===== src/rtl/pipeline_pkg.sv =====
// Shared stage indices and controller mode encoding for the in-order core pipeline.
package pipeline_pkg;

    localparam int unsigned STG_IFID  = 0;
    localparam int unsigned STG_IDEX  = 1;
    localparam int unsigned STG_EXMEM = 2;
    localparam int unsigned STG_MEMWB = 3;

    typedef enum logic [1:0] {
        MODE_RUN = 2'd0,
        MODE_HAZ = 2'd1,
        MODE_MC  = 2'd2,
        MODE_EXC = 2'd3
    } mode_e;

endpackage


===== src/rtl/pipeline_stage_ctrl_hazard_timer.sv =====
// Hazard freeze down-counter: load, decrement, clear or hold; busy while non-zero.
module hazard_timer #(
    parameter int unsigned W = 2
) (
    input  logic         clk,
    input  logic         resetn,
    input  logic         clear_i,
    input  logic         load_i,
    input  logic         dec_i,
    input  logic [W-1:0] load_val_i,
    output logic         busy_o
);

    logic [W-1:0] cnt_q;
    logic [W-1:0] cnt_d;

    always_comb begin
        cnt_d = cnt_q;
        if (clear_i) begin
            cnt_d = '0;
        end else if (load_i) begin
            cnt_d = load_val_i;
        end else if (dec_i) begin
            cnt_d = cnt_q - W'(1);
        end
    end

    always_ff @(posedge clk or negedge resetn) begin
        if (!resetn) begin
            cnt_q <= '0;
        end else begin
            cnt_q <= cnt_d;
        end
    end

    assign busy_o = (cnt_q != '0);

endmodule


===== src/rtl/pipeline_stage_ctrl.sv =====
// Pipeline enable/flush/valid controller: one control slice per pipeline register,
// with multi-cycle freeze, hazard bubbles, exception prefix flush and a stall counter.
module pipeline_stage_ctrl
    import pipeline_pkg::*;
#(
    parameter int unsigned NREG      = 4,
    parameter int unsigned HAZ_STAGE = 0,
    parameter int unsigned EXC_STAGE = 2,
    parameter int unsigned HLEN_W    = 2,
    parameter int unsigned PERF_W    = 32
) (
    input  logic              clk,
    input  logic              resetn,
    input  logic              i_mc_busy,
    input  logic              i_hazard,
    input  logic [HLEN_W-1:0] i_hazard_len,
    input  logic              i_exc,
    output logic [NREG-1:0]   o_ena,
    output logic [NREG-1:0]   o_flush,
    output logic [NREG-1:0]   o_valid,
    output logic              o_hazard_busy,
    output logic [PERF_W-1:0] o_stall_cnt
);

    if (HAZ_STAGE >= NREG - 1) begin : g_bad_haz
        $error("pipeline_stage_ctrl: HAZ_STAGE must be below NREG-1");
    end
    if (EXC_STAGE >= NREG) begin : g_bad_exc
        $error("pipeline_stage_ctrl: EXC_STAGE must be below NREG");
    end
    if (HLEN_W < 1) begin : g_bad_hlen
        $error("pipeline_stage_ctrl: HLEN_W must be at least 1");
    end

    mode_e              mode_c;
    logic               busy_q;
    logic               tmr_busy;
    logic [HLEN_W-1:0]  tmr_load_val;
    logic [NREG-1:0]    ena_c;
    logic [NREG-1:0]    flush_c;
    logic [NREG-1:0]    valid_q;
    logic [NREG-1:0]    valid_d;
    logic [NREG-1:0]    valid_shift;
    logic [PERF_W-1:0]  stall_q;
    logic [PERF_W-1:0]  stall_d;

    // Priority: exception beats multi-cycle freeze beats hazard beats run.
    always_comb begin
        mode_c = MODE_RUN;
        if (i_exc) begin
            mode_c = MODE_EXC;
        end else if (busy_q) begin
            mode_c = MODE_MC;
        end else if (tmr_busy || i_hazard) begin
            mode_c = MODE_HAZ;
        end
    end

    assign valid_shift = {valid_q[NREG-2:0], 1'b1};

    always_comb begin
        ena_c   = '1;
        flush_c = '0;
        for (int unsigned i = 0; i < NREG; i++) begin
            unique case (mode_c)
                MODE_EXC: begin
                    if (i <= EXC_STAGE) begin
                        ena_c[i]   = 1'b0;
                        flush_c[i] = 1'b1;
                    end
                end
                MODE_MC: ena_c[i] = 1'b0;
                MODE_HAZ: begin
                    if (i <= HAZ_STAGE) begin
                        ena_c[i] = 1'b0;
                    end else if (i == HAZ_STAGE + 1) begin
                        flush_c[i] = 1'b1;
                    end
                end
                default: ;
            endcase
        end
        // A loading register takes its predecessor's valid; a cleared one goes empty.
        valid_d = (ena_c & valid_shift) | (~ena_c & valid_q);
        valid_d = valid_d & ~flush_c;
    end

    assign tmr_load_val = (i_hazard_len == '0) ? '0 : i_hazard_len - HLEN_W'(1);

    hazard_timer #(
        .W          (HLEN_W)
    ) u_hazard_timer (
        .clk        (clk),
        .resetn     (resetn),
        .clear_i    (mode_c == MODE_EXC),
        .load_i     ((mode_c == MODE_HAZ) && !tmr_busy),
        .dec_i      ((mode_c == MODE_HAZ) && tmr_busy),
        .load_val_i (tmr_load_val),
        .busy_o     (tmr_busy)
    );

    always_comb begin
        stall_d = stall_q;
        if (!ena_c[STG_IFID] && (stall_q != '1)) begin
            stall_d = stall_q + PERF_W'(1);
        end
    end

    always_ff @(posedge clk or negedge resetn) begin
        if (!resetn) begin
            busy_q  <= 1'b0;
            valid_q <= '0;
            stall_q <= '0;
        end else begin
            busy_q  <= i_mc_busy;
            valid_q <= valid_d;
            stall_q <= stall_d;
        end
    end

    assign o_ena         = ena_c;
    assign o_flush       = flush_c;
    assign o_valid       = valid_q;
    assign o_hazard_busy = tmr_busy;
    assign o_stall_cnt   = stall_q;

endmodule


===== config.mk =====
export PLATFORM = sky130hd
export DESIGN_NAME = pipeline_stage_ctrl
export DESIGN_NICKNAME = d
export VERILOG_FILES = /design/src/rtl/pipeline_pkg.sv /design/src/rtl/pipeline_stage_ctrl_hazard_timer.sv /design/src/rtl/pipeline_stage_ctrl.sv
export SDC_FILE = /design/constraint.sdc
export NUM_CORES = 1
export LEC_CHECK = 0
export BUFFER_PORTS_ARGS = -buffer_cell sky130_fd_sc_hd__buf_4
export CORE_MARGIN = 2
export CORE_UTILIZATION = 50
export DETAILED_ROUTE_END_ITERATION = 6
export GPL_TIMING_DRIVEN = 0
export PLACE_DENSITY = 0.86
export SETUP_SLACK_MARGIN = 0.15
export SLEW_MARGIN = 20
export SYNTH_ARGS = -nofsm -noshare
export SYNTH_HDL_FRONTEND = slang
export SYNTH_HIERARCHICAL = 1
export SYNTH_SLANG_ARGS = --single-unit

===== constraint.sdc =====
create_clock -name clk -period 2.3 [get_ports clk]
set_clock_uncertainty 0.05 [all_clocks]
set_input_delay 0.345 -clock clk [delete_from_list [all_inputs] [get_ports clk]]
set_output_delay 0.345 -clock clk [all_outputs]
set_load 0.01 [all_outputs]

==> reports/qor.txt <==
Tmin final: 2.11 ns
Unrepaired setup endpoints after global routing: true
First-pass iteration count of the detailed router: 4
Core area: 3940 µm²
Fmax: 0.474 GHz
Register area share after synthesis: 48.0%
Placement row count: 23
P&R area growth vs syn: 29.2%
Via count: 1619
Pwr per Cell Area: 754 nW/µm²
# setup viols final: 0
Die Wd: 67.8 µm
Commonest non-fill, non-tap cell in the layout: buf_4
Hold Vio Cnt, Final: 0
Layout cell share with drive strength beyond 1: 34.5%
R2R setup slack: 0.22 ns
H-Tree Depth: 2
Most frequent cells in the layout: buf_4, dfrtp_1, xor2_1, nor2_1, nand2_1
Critical path endpoint category: primary output
Remaining antenna violation count: 0
HPWL after detailed placement: 2.97 mm
Clock transition at path regs: 0.08 ns
Final Wtd Congestion: 0.824
Largest net degree at the start of global routing: 40
Worst Tran Pin Value: 0.681 ns
Tcrit/Tclk final: 91.7%
Cells after Synth: 191
CP Data Required Time: 1.90 ns
TritonCTS clock tree: built
Antenna violations before repair: 0
Top Ports: 52
Non-Filler Instances: 302
Crit path kind: flop to primary output
Initial DRC Count: 79
Cell variety after synth: 47
Drt via density: 5.36
Starting Density: 51.5%
Max FO, Critical Path: 6
Final WS setup: 0.191 ns
Pins over their slew limit: 0
Max-slew headroom: 54.0%
GRT overflow: 0
CTS Buf Count: 5
Min-delay worst type: primary input to flop
Area of the die: 4590 µm²
Synth area leader: dfrtp_1
Flops & latches, synth: 39
Skew-Pair Late Insertion Delay: 0.30 ns
Per-cell routed wire length: 14.0 µm
Root Buffer: clkbuf_8
Crit start category: flop
Leakage power: 1.29 nW
ANT cells: 0
Top-area cell type share of the netlist area: 48.0%
Final Util: 66.6%
Status: finished, final reports clean
Post-route setup TNS: 0 ns
Maximum VDD drop: 0.000509 V
Nets: 260
Synth Area per Inst: 10.6 µm²
Die boundary height: 67.8 µm
Number of buffers added on ports: 49
WL final: 4.21 mm
Clock sink count: 39
Placement Setup Slack: 0.165 ns
Mapped Nets: 200
Placed cell count: 290
Vias in the first global route: 1429
Critical path data arrival time: 1.71 ns
Post-route DRC: 0
Clk buf depth: 2
Yosys warns: 6
First-pass GRT wire length: 6.63 mm
Synth top area cells: dfrtp_1, xor2_1, xnor2_1
Max Cap Violations: 0
Total track usage: 20.1%
Hold WS: 0.102 ns
Synthesized area: 2030 µm²
==> area by class of cell <==
cell class | count | area (µm²)
plain buffers | 7 | 47.5
well taps | 50 | 62.6
repair buffers | 53 | 400
clock buffers | 6 | 82.6
clock inverters | 2 | 35.0
flip-flops and latches | 39 | 977
inverters | 11 | 41.3
fillers | 328 | 1320
multi-input cells | 134 | 980
==> cell usage after synthesis, drive strengths merged <==
cell type and count:
a2111oi 1, a211oi 1, a21oi 2, a31o 1, a31oi 4, and2 3
and3 4, and4 2, buf 5, clkbuf 2, conb 1, dfrtp 39
ha 2, inv 11, mux2 2, mux2i 2, nand2 15, nand2b 2
nand3 11, nand3b 1, nand4 8, nor2 15, nor2b 2, nor3 10
nor4 5, nor4b 3, o211ai 1, o21a 2, o21ai 1, o21bai 1
o41ai 1, or2 1, or4 1, or4b 1, xnor2 12, xor2 16
==> power by group <==
part	internal [mW]	switching (mW)	leakage (nW)	total, mW
Sequential	0.771	0.115	0.506	0.887
Combinational	0.262	0.248	0.721	0.510
Clock	0.351	0.233	0.0612	0.584
Total	1.38	0.597	1.29	1.98
==> worst max-delay path: stages (launching register included) <==
cell     delay (ns)
dfrtp_1        0.39
inv_1          0.06
ha_1           0.15
inv_2          0.06
or4_4          0.48
inv_1          0.14
buf_4          0.14
==> state kept, by name, indices dropped and copies added (netlist names), named ones only <==
register,flops
o_valid,3
u_hazard_timer/cnt_q,2
busy_q,1
o_stall_cnt,32
==> cells by family after synthesis <==
family	synth area share [%]
buf+inv	4.37
compound gates	6.96
xor+xnor	12.1
flops	48.0
fa+ha+maj	1.23
simple gates	25.1
other cells	0.185
mux	2.09
==> worst paths after layout <==
kind	startpoint	endpoint	depth (start not counted)
min in group asynchronous	resetn	o_stall_cnt[31]$_DFFE_PN0P_	2
worst min register to register	o_stall_cnt[31]$_DFFE_PN0P_	o_stall_cnt[31]$_DFFE_PN0P_	1
worst max register to register	u_hazard_timer/cnt_q[0]$_DFFE_PN0P_	o_stall_cnt[9]$_DFFE_PN0P_	9
max in group asynchronous	resetn	o_stall_cnt[29]$_DFFE_PN0P_	2
worst min-delay path	i_mc_busy	busy_q$_DFF_PN0_	1
worst max-delay path	u_hazard_timer/cnt_q[0]$_DFFE_PN0P_	o_ena[0]	6
==> repair_timing <==
action | 4_1_cts | 5_1_grt
endpoints found under the hold margin | 39 | 0
buffers inserted | 1 | 2
setup endpoints to repair | 5 | 17
hold buffers | 1 | 0
resized for setup | 0 | 5
pin swaps | 1 | 2
gates cloned | 0 | 0
==> routing by layer <==
| layer | part of all wire [%] | up-vias | wire, µm | track usage (%) |
|---|---|---|---|---|
| met5 | 0 | - | 0 | 0 |
| met4 | 2.4 | 0 | 101 | 9.95 |
| met3 | 7.4 | 9 | 311 | 5.67 |
| met2 | 47 | 58 | 1960 | 31.7 |
| met1 | 44 | 768 | 1840 | 25.1 |
| li1 | - | 784 | - | - |
==> stage by stage <==
stage | area (µm²) | power [mW]
after floorplan | 2030 | 1.16
after global placement | 2460 | 1.36
after detailed placement | 2460 | 1.38
after CTS | 2600 | 1.98
after global routing | 2630 | 2.10
final | 2630 | 1.98
Note: power is estimated with default switching activity, not from simulation.
